### src/rtl/msx_audio_pkg.sv
// rtl/msx_audio_pkg.sv - shared types and helpers for the msx audio DAC
package msx_audio_pkg;

  typedef enum logic {
    RAMP = 1'b0,
    RUN  = 1'b1
  } state_t;

  // Extra integrator headroom bits for the second-order modulator
  localparam int GUARD_W = 4;

  function automatic int mid_of(input int w);
    return 1 << (w - 1);
  endfunction

  function automatic int qtr_of(input int w);
    return 1 << (w - 2);
  endfunction

endpackage

### src/rtl/msx_dsm_mod.sv
// rtl/msx_dsm_mod.sv - per-channel 1-bit modulator; AUDIO_DSM2_EN selects second order
module msx_dsm_mod
  import msx_audio_pkg::*;
#(
  parameter int IN_W = 14
) (
  input  logic            clk_sys,
  input  logic            reset,
  input  logic [IN_W-1:0] tgt,
  output logic            out
);

`ifdef AUDIO_DSM2_EN
  localparam int IW = IN_W + GUARD_W;
  localparam logic signed [IW-1:0] FB_ONE = IW'(1) << IN_W;
  localparam logic signed [IW+1:0] HI = {3'b000, {(IW-1){1'b1}}};
  localparam logic signed [IW+1:0] LO = {3'b111, {(IW-1){1'b0}}};

  logic signed [IW-1:0] i1_q, i1_d, i2_q, i2_d, fb, tgt_s;
  logic signed [IW+1:0] sum1, sum2;
  logic                 out_q, out_d;

  function automatic logic signed [IW+1:0] sx(input logic signed [IW-1:0] a);
    return {{2{a[IW-1]}}, a};
  endfunction

  // Integrators saturate instead of wrapping so a transient cannot flip the sign
  function automatic logic signed [IW-1:0] clamp(input logic signed [IW+1:0] v);
    if (v > HI) return HI[IW-1:0];
    if (v < LO) return LO[IW-1:0];
    return v[IW-1:0];
  endfunction

  assign tgt_s = {{GUARD_W{1'b0}}, tgt};
  assign fb    = out_q ? FB_ONE : '0;

  always_comb begin
    sum1  = sx(i1_q) + sx(tgt_s) - sx(fb);
    i1_d  = clamp(sum1);
    sum2  = sx(i2_q) + sx(i1_d) - sx(fb);
    i2_d  = clamp(sum2);
    out_d = ~i2_d[IW-1];
  end

  always_ff @(posedge clk_sys) begin
    if (reset) begin
      i1_q  <= '0;
      i2_q  <= '0;
      out_q <= 1'b0;
    end else begin
      i1_q  <= i1_d;
      i2_q  <= i2_d;
      out_q <= out_d;
    end
  end

  assign out = out_q;
`else
  logic [IN_W-1:0] acc_q, acc_d;
  logic            c_q, c_d;

  always_comb begin
    {c_d, acc_d} = {1'b0, acc_q} + {1'b0, tgt};
  end

  always_ff @(posedge clk_sys) begin
    if (reset) begin
      acc_q <= '0;
      c_q   <= 1'b0;
    end else begin
      acc_q <= acc_d;
      c_q   <= c_d;
    end
  end

  assign out = c_q;
`endif

endmodule

### src/rtl/msx_audio_dac.sv
// rtl/msx_audio_dac.sv - sample divider, tape sync, source mux and soft-start FSM
// feeding two msx_dsm_mod channels (AUDIO_DSM2_EN picks the modulator order)
module msx_audio_dac
  import msx_audio_pkg::*;
#(
  parameter int IN_W       = 14,
  parameter int SAMPLE_DIV = 486,
  parameter int RAMP_SHIFT = 0
) (
  input  logic            clk_sys,
  input  logic            reset,
  input  logic [IN_W-1:0] pcm_in,
  input  logic            cmt_in,
  input  logic            tape_en,
  output logic            audio_l,
  output logic            audio_r,
  output logic            sample_stb,
  output logic            ramp_done
);

  localparam int DIV_W = $clog2(SAMPLE_DIV);
  localparam logic [IN_W-1:0] MID  = IN_W'(mid_of(IN_W));
  localparam logic [IN_W-1:0] QTR  = IN_W'(qtr_of(IN_W));
  localparam logic [IN_W:0]   STEP = (IN_W + 1)'(1) << RAMP_SHIFT;

  logic [DIV_W-1:0] div_q, div_d;
  logic             cmt_s1_q, cmt_s2_q;
  logic [IN_W-1:0]  ramp_q, ramp_d;
  logic [IN_W-1:0]  tgt_l_q, tgt_l_d, tgt_r_q, tgt_r_d;
  logic             stb_q, stb_d, done_q, done_d;
  state_t           state_q, state_d;

  logic             strobe;
  logic [IN_W-1:0]  pcm_u, src_r;
  logic [IN_W:0]    ramp_sum;

  assign strobe   = (div_q == DIV_W'(SAMPLE_DIV - 1));
  assign pcm_u    = {~pcm_in[IN_W-1], pcm_in[IN_W-2:0]};
  assign src_r    = tape_en ? (cmt_s2_q ? MID + QTR : MID - QTR) : pcm_u;
  assign ramp_sum = {1'b0, ramp_q} + STEP;

  always_comb begin
    div_d   = strobe ? '0 : div_q + DIV_W'(1);
    stb_d   = strobe;
    state_d = state_q;
    ramp_d  = ramp_q;
    tgt_l_d = tgt_l_q;
    tgt_r_d = tgt_r_q;
    done_d  = done_q;
    if (strobe) begin
      case (state_q)
        RAMP: begin
          // Only hand over once midscale has been held for a full sample period
          if (ramp_q == MID) begin
            state_d = RUN;
            done_d  = 1'b1;
            tgt_l_d = pcm_u;
            tgt_r_d = src_r;
          end else begin
            ramp_d  = (ramp_sum >= {1'b0, MID}) ? MID : ramp_sum[IN_W-1:0];
            tgt_l_d = ramp_d;
            tgt_r_d = ramp_d;
          end
        end
        RUN: begin
          tgt_l_d = pcm_u;
          tgt_r_d = src_r;
        end
        default: state_d = RAMP;
      endcase
    end
  end

  always_ff @(posedge clk_sys) begin
    if (reset) begin
      div_q    <= '0;
      cmt_s1_q <= 1'b0;
      cmt_s2_q <= 1'b0;
      ramp_q   <= '0;
      tgt_l_q  <= '0;
      tgt_r_q  <= '0;
      stb_q    <= 1'b0;
      done_q   <= 1'b0;
      state_q  <= RAMP;
    end else begin
      div_q    <= div_d;
      cmt_s1_q <= cmt_in;
      cmt_s2_q <= cmt_s1_q;
      ramp_q   <= ramp_d;
      tgt_l_q  <= tgt_l_d;
      tgt_r_q  <= tgt_r_d;
      stb_q    <= stb_d;
      done_q   <= done_d;
      state_q  <= state_d;
    end
  end

  assign sample_stb = stb_q;
  assign ramp_done  = done_q;

  msx_dsm_mod #(.IN_W(IN_W)) u_dsm_l (
    .clk_sys (clk_sys),
    .reset   (reset),
    .tgt     (tgt_l_q),
    .out     (audio_l)
  );

  msx_dsm_mod #(.IN_W(IN_W)) u_dsm_r (
    .clk_sys (clk_sys),
    .reset   (reset),
    .tgt     (tgt_r_q),
    .out     (audio_r)
  );

endmodule
### config.mk
export PLATFORM = sky130hd
export DESIGN_NAME = msx_audio_dac
export DESIGN_NICKNAME = d
export VERILOG_FILES = /design/src/rtl/msx_audio_pkg.sv /design/src/rtl/msx_dsm_mod.sv /design/src/rtl/msx_audio_dac.sv
export SDC_FILE = /design/constraint.sdc
export NUM_CORES = 1
export LEC_CHECK = 0
export ABC_AREA = 1
export ABC_CLOCK_PERIOD_IN_PS = 3710
export CORE_MARGIN = 5
export CORE_UTILIZATION = 65
export CTS_CLUSTER_DIAMETER = 120
export DETAILED_ROUTE_END_ITERATION = 10
export PLACE_DENSITY = 0.85
export SLEW_MARGIN = 20
export SYNTH_ARGS = -nofsm -noshare
export SYNTH_HDL_FRONTEND = slang
export SYNTH_HIERARCHICAL = 1
export SYNTH_SLANG_ARGS = --single-unit
### constraint.sdc
create_clock -name clk_sys -period 3.71 [get_ports clk_sys]
set_input_delay 0.5565 -clock clk_sys [delete_from_list [all_inputs] [get_ports clk_sys]]
set_output_delay 0.5565 -clock clk_sys [all_outputs]
set_load 0.01 [all_outputs]
==> metrics.txt, run 1 <==
# TYPE chip_impl_metric gauge
chip_impl_metric{name="final_design_area_no_fill",unit="mm²"} 0.00553
chip_impl_metric{name="vdd.ir_drop.worst",unit="V"} 0.000201
chip_impl_info{name="status",value="finished, final reports clean"} 1
chip_impl_metric{name="synth-async-reset-ratio",unit="%"} 0
chip_impl_info{name="worstSetupEndpointType",value="flop"} 1
chip_impl_info{name="final_common_cell",value="nand2_1"} 1
chip_impl_metric{name="grt_start_max_net_pins",unit=""} 37
chip_impl_metric{name="period_minus_slack",unit="ns"} 2.18
chip_impl_metric{name="grt_overflow",unit=""} 0
chip_impl_metric{name="placeableCoreArea",unit="mm²"} 0.00765
chip_impl_metric{name="utilization",unit="%"} 72.4
chip_impl_info{name="combinational_family_with_the_most_area_after_synthesis",value="simple AND/OR/NAND/NOR gates"} 1
chip_impl_info{name="synth_flop_cell",value="dfxtp_1"} 1
chip_impl_metric{name="final_cells",unit=""} 890
chip_impl_metric{name="synth-adder-area-share",unit="%"} 8.70
chip_impl_metric{name="count_of_buffers_inserted_at_the_top_level_ports",unit=""} 21
chip_impl_metric{name="maximum_fanout_count_along_the_critical_path",unit=""} 18
chip_impl_metric{name="post_cts_resized",unit=""} 0
chip_impl_metric{name="syn_nets",unit=""} 814
chip_impl_info{name="worst_path_max_delay_cell",value="nand2_1"} 1
chip_impl_metric{name="cp.arrival",unit="ns"} 2.40
chip_impl_metric{name="drt_wl_total",unit="µm"} 11700
chip_impl_metric{name="crit_required",unit="ns"} 3.94
chip_impl_metric{name="cts_hold_buffers",unit=""} 0
chip_impl_info{name="cp_cell_sequence",value="inv_1 -> ha_1 -> nand2_1 -> nor3_1 -> nand2_1 -> buf_4 -> clkinv_1 -> nand2_1 -> nor2_1 -> nor2_1 -> nor2_1"} 1
chip_impl_metric{name="timing.hold.worst_path_depth",unit=""} 2
chip_impl_info{name="cts_tree",value="built"} 1
chip_impl_metric{name="worst-slew-pin-transition",unit="ns"} 0.649
chip_impl_metric{name="sequential_share_of_the_synthesized_area",unit="%"} 34.0
chip_impl_metric{name="ioPinCount",unit=""} 22
chip_impl_metric{name="cells_after_synthesis",unit=""} 762
chip_impl_metric{name="vias",unit=""} 4767
chip_impl_metric{name="num_rows",unit=""} 32
chip_impl_metric{name="gr-usage-all-layers",unit="%"} 25.0
chip_impl_metric{name="initialDrtViolationCount",unit=""} 333
chip_impl_metric{name="clock_latency",unit="ns"} 0.35
chip_impl_metric{name="post_synthesis_compound_gate_area_fraction",unit="%"} 7.29
chip_impl_metric{name="numClockSinks",unit=""} 86
chip_impl_info{name="crit_type",value="reg2reg"} 1
chip_impl_info{name="unrepaired_setup_endpoints_after_global_routing",value="false"} 1
chip_impl_metric{name="syn-cell-area",unit="mm²"} 0.00506
chip_impl_metric{name="min_period_over_period",unit="%"} 58.6
chip_impl_metric{name="antenna_found_initial",unit=""} 0
chip_impl_metric{name="initial_utilization",unit="%"} 66.2
chip_impl_metric{name="final_layout_size_suffix_gt1_share",unit="%"} 7.11
chip_impl_metric{name="vias_per_cell",unit=""} 5.36
chip_impl_metric{name="layout-area-overhead-vs-synth",unit="%"} 9.26
chip_impl_metric{name="place_congestion",unit=""} 0.915
chip_impl_metric{name="skew",unit="ns"} 0.0109
chip_impl_metric{name="design_power_total",unit="W"} 0.00163
chip_impl_metric{name="totalNegativeSetupSlack",unit="ns"} 0
chip_impl_metric{name="synth-edff-count",unit=""} 0
chip_impl_metric{name="place_area",unit="mm²"} 0.00534
chip_impl_info{name="worst_hold_path_type",value="reg2reg"} 1
chip_impl_metric{name="via_count_of_the_first_global_routing_pass",unit=""} 4435
chip_impl_metric{name="htreeDepth",unit=""} 3
chip_impl_metric{name="count_of_inserted_antenna_diode_cells",unit=""} 0
chip_impl_metric{name="total_count_of_max_transition_violations_in_the_final_report",unit=""} 0
chip_impl_metric{name="yosysWarningCount",unit=""} 6
chip_impl_metric{name="first_drt_pass_iteration_count",unit=""} 6
chip_impl_metric{name="detail-route-antenna-nets",unit=""} 0
chip_impl_metric{name="number_of_nets_in_the_layout",unit=""} 835
chip_impl_metric{name="max_slew_margin",unit="%"} 56.6
chip_impl_metric{name="worstSetupPathDepth",unit=""} 11
chip_impl_metric{name="clock.fmax",unit="MHz"} 460
chip_impl_metric{name="die_height",unit="µm"} 98.3
chip_impl_metric{name="power.density_cell_area",unit="mW/mm²"} 294
chip_impl_metric{name="post_synth_mux_area_share",unit="%"} 0
chip_impl_metric{name="drc",unit=""} 0
chip_impl_info{name="root_buffer",value="clkbuf_8"} 1
chip_impl_metric{name="synthSimpleGateAreaFrac",unit="%"} 39.2
chip_impl_metric{name="finalHoldViolCount",unit=""} 0
chip_impl_metric{name="grt_pass1_wl",unit="µm"} 19900
chip_impl_metric{name="hpwl",unit="µm"} 8930
chip_impl_metric{name="design.die.area",unit="mm²"} 0.00966
chip_impl_metric{name="crit_path_max_incr_delay",unit="ns"} 0.41
chip_impl_metric{name="critical_path.n_buffers_inverters",unit=""} 3
chip_impl_metric{name="dp_cells",unit=""} 874
chip_impl_metric{name="detail_route.wl_per_cell",unit="µm"} 13.1
chip_impl_metric{name="final.fill_count",unit=""} 640
chip_impl_metric{name="avgSynthCellArea",unit="µm²"} 6.65
chip_impl_metric{name="path_clk_slew",unit="ns"} 0.09
chip_impl_metric{name="die_w",unit="µm"} 98.3
chip_impl_metric{name="clk_path_buf_depth",unit=""} 2
chip_impl_info{name="mostFrequentLayoutCells",value="234 x nand2_1, 96 x nor2_1, 93 x inv_1"} 1
chip_impl_metric{name="cts_buffers",unit=""} 9
chip_impl_info{name="critPathTopFamily",value="simple AND/OR/NAND/NOR gates"} 1
chip_impl_metric{name="setup_viol",unit=""} 0
chip_impl_metric{name="cap_viol_max_count",unit=""} 0
chip_impl_metric{name="yosys_register_bits",unit=""} 86
chip_impl_metric{name="yosys.cell_types.count",unit=""} 34
chip_impl_metric{name="yosys.area_share.xor_xnor",unit="%"} 2.08
chip_impl_metric{name="r2r_cells",unit=""} 11
chip_impl_metric{name="post_cts.repair.setup_buffers",unit=""} 0
chip_impl_info{name="critPathLaunchType",value="flop"} 1
chip_impl_metric{name="static_leakage",unit="nW"} 2.73
cells by family (layout without fill, tap and decap cells):
logic type / after synthesis / count (layout)
XOR/XNOR: 12 / 12
AO/OA/AOI/OAI: 72 / 72
buffers and inverters: 110 / 136
adder cells (fa/ha/maj): 34 / 34
AND/OR/NAND/NOR: 448 / 448
flip-flops: 86 / 86
metal layers:
layer	vias up	part of all wire, %	global-route usage [%]
met4	0	2.2	8.82
met2	149	47	41.3
met5	-	0	0
met1	2155	45	33.4
met3	21	5.6	3.57
li1	2442	-	-
final timing paths:
path / endpoint / from / slack (ns)
worst min-delay path: cmt_s2_q$_SDFF_PP0_ / cmt_s1_q$_SDFF_PP0_ / 0.41
worst max-delay path: ramp_q[0]$_SDFFE_PP0P_ / div_q[1]$_SDFF_PP0_ / 1.53
worst max register to register: ramp_q[0]$_SDFFE_PP0P_ / div_q[1]$_SDFF_PP0_ / 1.53
worst min register to register: cmt_s2_q$_SDFF_PP0_ / cmt_s1_q$_SDFF_PP0_ / 0.41
registers in the layout (all words and copies together), names as in the netlist, 9 cells and up:
| signal | count |
|---|---|
| tgt_r_q | 14 |
| tgt_l_q | 14 |
| div_q | 9 |
| u_dsm_l/acc_q | 14 |
| ramp_q | 14 |
| u_dsm_r/acc_q | 14 |
tightest hold or removal path, cell delays in order (launching register included):
cell     delay [ns]
dfxtp_1        0.31
inv_1          0.04
nor2_1         0.03
stage by stage:
step | hold WS (ns) | worst slack, ns
global placement | 0.393 | 1.44
finish | 0.413 | 1.53
floorplan | 0.388 | 2.17
global route | 0.444 | 1.31
CTS | 0.418 | 1.55
detailed placement | 0.405 | 1.35
cells in the mapped netlist, types with 3 or more instances:
library cell,count,area [µm²]
a21oi_1,53,265
nand3_2,12,120
xor2_1,7,61.3
o21ai_0,12,60.1
or2_2,3,18.8
nand2_1,234,878
nand2_2,10,62.6
nand4_1,7,43.8
o21ai_1,3,15.0
nor3_1,6,30.0
xnor2_1,5,43.8
nor2_4,4,45.0
nor2_2,5,31.3
buf_2,6,30.0
inv_1,93,349
and2_1,4,25.0
nor2_1,96,360
clkbuf_1,4,15.0
ha_1,32,400
nand3_1,61,305
dfxtp_1,86,1720
power by group:
| part | switching, W | leakage (nW) | internal [W] |
|---|---|---|---|
| Clock | 0.000333 | 0.0935 | 0.000313 |
| Combinational | 0.0000307 | 1.94 | 0.0000225 |
| Sequential | 0.00000247 | 0.693 | 0.000926 |
final cells by class:
type | count | area [µm²] | area share (%)
Tap cell | 102 | 128 | 2.31
Timing Repair Buffer | 24 | 233 | 4.21
Clock inverter | 5 | 60.1 | 1.09
Clock buffer | 11 | 131 | 2.37
Inverter | 96 | 360 | 6.51
Sequential cell | 86 | 1720 | 31.1
Multi-Input combinational cell | 566 | 2900 | 52.4
No activity file was read; power rests on OpenSTA's default activity.
==> inputs of run 2 (changes only) <==
--- a/config.mk
+++ b/config.mk
@@ -6,12 +6,12 @@
 export NUM_CORES = 1
 export LEC_CHECK = 0
 export ABC_AREA = 1
-export ABC_CLOCK_PERIOD_IN_PS = 3710
+export ABC_CLOCK_PERIOD_IN_PS = 2009
 export CORE_MARGIN = 5
-export CORE_UTILIZATION = 65
+export CORE_UTILIZATION = 61
 export CTS_CLUSTER_DIAMETER = 120
 export DETAILED_ROUTE_END_ITERATION = 10
-export PLACE_DENSITY = 0.85
+export PLACE_DENSITY = 0.8
 export SLEW_MARGIN = 20
 export SYNTH_ARGS = -nofsm -noshare
 export SYNTH_HDL_FRONTEND = slang
==> constraint.sdc (replaced) <==
create_clock -name clk_sys -period 2.01 [get_ports clk_sys]
set_input_delay 0.3015 -clock clk_sys [delete_from_list [all_inputs] [get_ports clk_sys]]
set_output_delay 0.3015 -clock clk_sys [all_outputs]
set_load 0.01 [all_outputs]
==> metrics.txt, run 2 (synthesized netlist as in run 1, its figures left out) <==
# TYPE chip_impl_metric gauge
chip_impl_info{name="status",value="finished, final reports clean"} 1
chip_impl_metric{name="min_period_over_period",unit="%"} 91.7
chip_impl_metric{name="timing.hold.worst_path_depth",unit=""} 2
chip_impl_metric{name="path_clk_slew",unit="ns"} 0.10
chip_impl_metric{name="count_of_buffers_inserted_at_the_top_level_ports",unit=""} 21
chip_impl_info{name="crit_type",value="reg2reg"} 1
chip_impl_metric{name="fin_ws",unit="ns"} 0.166
chip_impl_metric{name="crit_required",unit="ns"} 2.26
chip_impl_metric{name="htreeDepth",unit=""} 3
chip_impl_metric{name="final_layout_size_suffix_gt1_share",unit="%"} 8.30
chip_impl_metric{name="finalHoldViolCount",unit=""} 0
chip_impl_metric{name="setup_viol",unit=""} 0
chip_impl_info{name="worst_path_max_delay_cell",value="dfxtp_1"} 1
chip_impl_info{name="unrepaired_setup_endpoints_after_global_routing",value="false"} 1
chip_impl_metric{name="numClockSinks",unit=""} 86
chip_impl_metric{name="vias_per_cell",unit=""} 5.30
chip_impl_metric{name="place_area",unit="mm²"} 0.00541
chip_impl_metric{name="worstSetupPathDepth",unit=""} 7
chip_impl_metric{name="via_count_of_the_first_global_routing_pass",unit=""} 4517
chip_impl_metric{name="post_cts.repair.setup_buffers",unit=""} 0
chip_impl_info{name="final_common_cell",value="nand2_1"} 1
chip_impl_metric{name="skew",unit="ns"} 0.00987
chip_impl_metric{name="dp_cells",unit=""} 884
chip_impl_metric{name="antenna_found_initial",unit=""} 0
chip_impl_metric{name="worst-slew-pin-transition",unit="ns"} 0.359
chip_impl_metric{name="clock_latency",unit="ns"} 0.36
chip_impl_metric{name="post_cts_resized",unit=""} 0
chip_impl_metric{name="first_drt_pass_iteration_count",unit=""} 6
chip_impl_metric{name="cp.arrival",unit="ns"} 2.10
chip_impl_metric{name="cts_hold_buffers",unit=""} 0
chip_impl_metric{name="number_of_nets_in_the_layout",unit=""} 842
chip_impl_metric{name="clk_path_buf_depth",unit=""} 2
chip_impl_metric{name="period_minus_slack",unit="ns"} 1.84
chip_impl_info{name="cts_tree",value="built"} 1
chip_impl_metric{name="design_power_total",unit="W"} 0.00296
chip_impl_metric{name="gr-usage-all-layers",unit="%"} 25.0
chip_impl_metric{name="placeableCoreArea",unit="mm²"} 0.00813
chip_impl_metric{name="layout-area-overhead-vs-synth",unit="%"} 10.6
chip_impl_metric{name="totalNegativeSetupSlack",unit="ns"} 0
chip_impl_info{name="critPathTopFamily",value="simple AND/OR/NAND/NOR gates"} 1
chip_impl_metric{name="final_design_area_no_fill",unit="mm²"} 0.00560
chip_impl_metric{name="num_rows",unit=""} 33
chip_impl_metric{name="vdd.ir_drop.worst",unit="V"} 0.000393
chip_impl_metric{name="cap_viol_max_count",unit=""} 0
chip_impl_metric{name="hpwl",unit="µm"} 9410
chip_impl_metric{name="initialDrtViolationCount",unit=""} 227
chip_impl_info{name="mostFrequentLayoutCells",value="234 x nand2_1, 96 x nor2_1, 92 x inv_1"} 1
chip_impl_metric{name="dp_worst_setup_slack",unit="ns"} 0.215
chip_impl_metric{name="grt_overflow",unit=""} 0
chip_impl_metric{name="clock.fmax",unit="MHz"} 542
chip_impl_metric{name="static_leakage",unit="nW"} 2.76
chip_impl_metric{name="total_count_of_max_transition_violations_in_the_final_report",unit=""} 0
chip_impl_metric{name="maximum_fanout_count_along_the_critical_path",unit=""} 7
chip_impl_metric{name="die_w",unit="µm"} 101
chip_impl_metric{name="power.density_cell_area",unit="mW/mm²"} 528
chip_impl_metric{name="design.die.area",unit="mm²"} 0.0102
chip_impl_metric{name="detail-route-antenna-nets",unit=""} 0
chip_impl_metric{name="die_height",unit="µm"} 101
chip_impl_info{name="critPathLaunchType",value="flop"} 1
chip_impl_metric{name="r2r_cells",unit=""} 7
chip_impl_info{name="root_buffer",value="clkbuf_8"} 1
chip_impl_metric{name="drc",unit=""} 0
chip_impl_metric{name="grt_pass1_wl",unit="µm"} 20300
chip_impl_metric{name="grt_start_max_net_pins",unit=""} 35
chip_impl_metric{name="critical_path.n_buffers_inverters",unit=""} 0
chip_impl_info{name="worst_hold_path_type",value="reg2reg"} 1
chip_impl_metric{name="drt_wl_total",unit="µm"} 12000
chip_impl_metric{name="vias",unit=""} 4770
chip_impl_metric{name="ioPinCount",unit=""} 22
chip_impl_metric{name="count_of_inserted_antenna_diode_cells",unit=""} 0
chip_impl_info{name="worstSetupEndpointType",value="flop"} 1
chip_impl_info{name="cp_cell_sequence",value="nand2_1 -> nor2_1 -> nand4_1 -> nand3_4 -> nor2_1 -> o21ai_0 -> nand2_1"} 1
chip_impl_metric{name="detail_route.wl_per_cell",unit="µm"} 13.4
chip_impl_metric{name="initial_utilization",unit="%"} 62.3
chip_impl_metric{name="final_cells",unit=""} 900
chip_impl_metric{name="crit_path_max_incr_delay",unit="ns"} 0.46
chip_impl_metric{name="cts_buffers",unit=""} 9
chip_impl_metric{name="max_slew_margin",unit="%"} 75.8
chip_impl_metric{name="place_congestion",unit=""} 0.925
## run 2: final timing paths
kind                             endpoint                   start  slack (ns)
setup / recovery  tgt_l_q[3]$_SDFFE_PP0P_  ramp_q[5]$_SDFFE_PP0P_        0.17
hold / removal        cmt_s2_q$_SDFF_PP0_     cmt_s1_q$_SDFF_PP0_        0.41
setup reg to reg  tgt_l_q[3]$_SDFFE_PP0P_  ramp_q[5]$_SDFFE_PP0P_        0.17
hold reg to reg       cmt_s2_q$_SDFF_PP0_     cmt_s1_q$_SDFF_PP0_        0.41
## run 2: layer usage
layer / wire (µm) / share of wire (%) / vias up / track usage (%)
li1: - / - / 2459 / -
met1: 5240 / 44 / 2156 / 31.3
met2: 5990 / 50 / 134 / 42.9
met3: 566 / 4.7 / 21 / 4.29
met4: 228 / 1.9 / 0 / 9.41
met5: 0 / 0 / - / 0
## run 2: area by class of cell
| cell class | instances | area, µm² |
|---|---|---|
| Sequential cell | 86 | 1720 |
| Fill cell | 702 | 2530 |
| Clock inverter | 7 | 56.3 |
| Tap cell | 105 | 131 |
| Timing Repair Buffer | 31 | 298 |
| Clock buffer | 9 | 124 |
| Multi-Input combinational cell | 566 | 2910 |
| Inverter | 96 | 364 |
## run 2: stage by stage
step	utilization, %	hold WS [ns]
finish	68.9	0.411
global route	68.9	0.427
CTS	68.7	0.417
detailed placement	66.5	0.403
global placement	66.5	0.396
floorplan	-	0.373
## run 2: worst reg2reg max path, stage by stage (launching register included)
cell	delay, ns
dfxtp_1	0.46
nand2_1	0.13
nor2_1	0.28
nand4_1	0.20
nand3_4	0.20
nor2_1	0.08
o21ai_0	0.31
nand2_1	0.08
## run 2: power by group
part / total, W / switching [W] / internal [W] / leakage [nW]
Sequential: 0.00171 / 0.00000478 / 0.00171 / 0.693
Clock: 0.00114 / 0.000677 / 0.000467 / 0.0910
Combinational: 0.000102 / 0.0000571 / 0.0000447 / 1.97
Total: 0.00296 / 0.000739 / 0.00222 / 2.76
==> inputs of run 3 (changes only) <==
--- a/config.mk
+++ b/config.mk
@@ -6,12 +6,12 @@
 export NUM_CORES = 1
 export LEC_CHECK = 0
 export ABC_AREA = 1
-export ABC_CLOCK_PERIOD_IN_PS = 2009
+export ABC_CLOCK_PERIOD_IN_PS = 1500
 export CORE_MARGIN = 5
-export CORE_UTILIZATION = 61
+export CORE_UTILIZATION = 55
 export CTS_CLUSTER_DIAMETER = 120
 export DETAILED_ROUTE_END_ITERATION = 10
-export PLACE_DENSITY = 0.8
+export PLACE_DENSITY = 0.76
 export SLEW_MARGIN = 20
 export SYNTH_ARGS = -nofsm -noshare
 export SYNTH_HDL_FRONTEND = slang
==> constraint.sdc (replaced) <==
create_clock -name clk_sys -period 1.5 [get_ports clk_sys]
set_input_delay 0.225 -clock clk_sys [delete_from_list [all_inputs] [get_ports clk_sys]]
set_output_delay 0.225 -clock clk_sys [all_outputs]
set_load 0.01 [all_outputs]
==> metrics.txt, run 3 (synthesized netlist as in run 1, its figures left out) <==
# TYPE chip_impl_metric gauge
chip_impl_metric{name="cts_hold_buffers",unit=""} 0
chip_impl_metric{name="cts_buffers",unit=""} 9
chip_impl_info{name="status",value="complete, but fails checks"} 1
chip_impl_info{name="violated_checks",value="setup timing"} 1
chip_impl_metric{name="detail_route.wl_per_cell",unit="µm"} 20.0
chip_impl_metric{name="gr-usage-all-layers",unit="%"} 27.3
chip_impl_metric{name="count_of_buffers_inserted_at_the_top_level_ports",unit=""} 21
chip_impl_metric{name="grt_start_max_net_pins",unit=""} 24
chip_impl_metric{name="initialDrtViolationCount",unit=""} 659
chip_impl_metric{name="grt_pass1_wl",unit="µm"} 24600
chip_impl_metric{name="skew",unit="ns"} 0.0190
chip_impl_metric{name="place_congestion",unit=""} 0.946
chip_impl_metric{name="via_count_of_the_first_global_routing_pass",unit=""} 5239
chip_impl_metric{name="dp_worst_setup_slack",unit="ns"} -0.270
chip_impl_info{name="final_common_cell",value="nand2_1"} 1
chip_impl_metric{name="die_height",unit="µm"} 106
chip_impl_metric{name="drt_wl_total",unit="µm"} 19500
chip_impl_metric{name="placeableCoreArea",unit="mm²"} 0.00911
chip_impl_metric{name="min_period_over_period",unit="%"} 120
chip_impl_info{name="root_buffer",value="clkbuf_8"} 1
chip_impl_metric{name="vias",unit=""} 5941
chip_impl_info{name="crit_type",value="reg2reg"} 1
chip_impl_metric{name="clock_latency",unit="ns"} 0.37
chip_impl_metric{name="cp.arrival",unit="ns"} 2.09
chip_impl_metric{name="maximum_fanout_count_along_the_critical_path",unit=""} 7
chip_impl_metric{name="drc",unit=""} 0
chip_impl_metric{name="max_slew_margin",unit="%"} 67.6
chip_impl_metric{name="setup_viol",unit=""} 58
chip_impl_metric{name="worst-slew-pin-transition",unit="ns"} 0.485
chip_impl_metric{name="path_clk_slew",unit="ns"} 0.08
chip_impl_info{name="critPathLaunchType",value="flop"} 1
chip_impl_metric{name="ioPinCount",unit=""} 22
chip_impl_metric{name="static_leakage",unit="nW"} 3.36
chip_impl_metric{name="crit_required",unit="ns"} 1.79
chip_impl_metric{name="grtUsageMet2",unit="%"} 49.2
chip_impl_metric{name="design.die.area",unit="mm²"} 0.0112
chip_impl_metric{name="num_rows",unit=""} 35
chip_impl_info{name="worst_hold_path_type",value="reg2reg"} 1
chip_impl_metric{name="period_minus_slack",unit="ns"} 1.80
chip_impl_metric{name="comb_power_share",unit="%"} 4.7
chip_impl_info{name="cts_tree",value="built"} 1
chip_impl_metric{name="netSwitchingPower",unit="W"} 0.00101
chip_impl_metric{name="total_count_of_max_transition_violations_in_the_final_report",unit=""} 0
chip_impl_metric{name="crit_path_max_incr_delay",unit="ns"} 0.37
chip_impl_metric{name="final.fill_count",unit=""} 489
chip_impl_metric{name="power.share.clock",unit="%"} 38.4
chip_impl_metric{name="count_of_inserted_antenna_diode_cells",unit=""} 0
chip_impl_metric{name="clock.fmax",unit="MHz"} 555
chip_impl_metric{name="vias_per_cell",unit=""} 6.07
chip_impl_info{name="critical-path-top-cell-by-count",value="nor2_1"} 1
chip_impl_metric{name="seq_power_share",unit="%"} 56.9
chip_impl_metric{name="grt_overflow",unit=""} 0
chip_impl_metric{name="grt_util_met1",unit="%"} 31.4
chip_impl_info{name="critPathTopFamily",value="simple AND/OR/NAND/NOR gates"} 1
chip_impl_info{name="global_route.peak_usage_layer",value="met2"} 1
chip_impl_metric{name="timing.hold.ws",unit="ns"} 0.405
chip_impl_metric{name="finalHoldViolCount",unit=""} 0
chip_impl_metric{name="critical_path.n_buffers_inverters",unit=""} 2
chip_impl_info{name="cp_cell_sequence",value="nor2_1 -> nand2_1 -> nor2_2 -> nand2_2 -> nand2_4 -> buf_8 -> buf_6 -> nand4_1 -> nand2_1 -> nor2_1 -> nor2_1"} 1
chip_impl_metric{name="die_w",unit="µm"} 106
chip_impl_info{name="worst_path_max_delay_cell",value="dfxtp_1"} 1
chip_impl_metric{name="vdd.ir_drop.worst",unit="V"} 0.000492
chip_impl_metric{name="final_layout_size_suffix_gt1_share",unit="%"} 38.0
chip_impl_metric{name="detail-route-antenna-nets",unit=""} 0
chip_impl_info{name="unrepaired_setup_endpoints_after_global_routing",value="true"} 1
chip_impl_info{name="worstSetupEndpointType",value="flop"} 1
chip_impl_metric{name="htreeDepth",unit=""} 3
chip_impl_metric{name="power.density_cell_area",unit="mW/mm²"} 545
chip_impl_metric{name="numClockSinks",unit=""} 86
chip_impl_metric{name="layout-area-overhead-vs-synth",unit="%"} 45.6
chip_impl_metric{name="first_drt_pass_iteration_count",unit=""} 6
chip_impl_metric{name="fin_ws",unit="ns"} -0.300
chip_impl_metric{name="cell_internal_pwr",unit="W"} 0.00301
chip_impl_metric{name="antenna_found_initial",unit=""} 0
chip_impl_info{name="mostFrequentLayoutCells",value="194 x nand2_1, 85 x inv_1, 77 x nor2_1"} 1
chip_impl_metric{name="cap_viol_max_count",unit=""} 0
chip_impl_metric{name="met3_routing_resource_usage_after_global_routing",unit="%"} 4.92
chip_impl_metric{name="switching_share",unit="%"} 25.1
chip_impl_metric{name="worst-r2r-setup-slack",unit="ns"} -0.30
chip_impl_metric{name="clk_path_buf_depth",unit=""} 2
chip_impl_metric{name="hpwl",unit="µm"} 10300
chip_impl_metric{name="initial_utilization",unit="%"} 55.6
chip_impl_metric{name="number_of_nets_in_the_layout",unit=""} 916
run 3: path summary, 6_finish.rpt:
kind	from	to	cells past startpoint
max	ramp_q[8]$_SDFFE_PP0P_	tgt_r_q[1]$_SDFFE_PP0P_	11
max reg2reg	ramp_q[8]$_SDFFE_PP0P_	tgt_r_q[1]$_SDFFE_PP0P_	11
min	cmt_s1_q$_SDFF_PP0_	cmt_s2_q$_SDFF_PP0_	2
min reg2reg	cmt_s1_q$_SDFF_PP0_	cmt_s2_q$_SDFF_PP0_	2
run 3: metrics by stage:
step	instance area, µm²	std cells	TNS [ns]	power [W]	util (%)
after detailed placement	5850	942	-7.15	0.00251	64.2
after global routing	7370	979	-12.35	0.00411	80.9
after floorplan	5080	762	0	0.00241	-
after global placement	5850	942	-4.83	0.00251	64.2
after CTS	6690	969	-1.50	0.00398	73.4
final	7370	979	-7.78	0.00402	80.9
run 3: power groups by stage:
stage               registers, W  logic (W)  clock network [W]
finish                   0.00229   0.000188            0.00154
global route             0.00229   0.000200            0.00162
CTS                      0.00229   0.000173            0.00151
detailed placement       0.00235   0.000164                  0
global placement         0.00235   0.000158                  0
floorplan                0.00235  0.0000591                  0
run 3: timing repair:
| item | CTS | global route |
|---|---|---|
| buffers inserted | 13 | 11 |
| endpoints found under the setup margin | 57 | 68 |
| endpoints found under the hold margin | 0 | 0 |
| gates resized for setup | 145 | 132 |
| cloned | 1 | 1 |
| pin swaps | 43 | 45 |
run 3: layout make-up:
class / instances / area, µm² / share of cell area (%)
clock buffers: 12 / 145 / 1.97
clock inverters: 3 / 21.3 / 0.289
inverters: 96 / 373 / 5.06
multi-input cells: 566 / 3950 / 53.5
flip-flops and latches: 86 / 1770 / 23.9
well taps: 111 / 139 / 1.88
repair buffers: 105 / 983 / 13.3
run 3: worst reg2reg max path: stages (launching register included):
cell and delay (ns):
dfxtp_1 0.37, nor2_1 0.16, nand2_1 0.10, nor2_2 0.18
nand2_2 0.11, nand2_4 0.18, buf_8 0.15, buf_6 0.10
nand4_1 0.08, nand2_1 0.11, nor2_1 0.06, nor2_1 0.14
run 3: metal layers:
layer,wire length [µm],share of wire [%],vias to the layer above
met3,1660,8.5,174
met2,9430,48,436
met5,0,0,-
li1,-,-,2607
met4,1500,7.7,0
met1,6950,36,2724
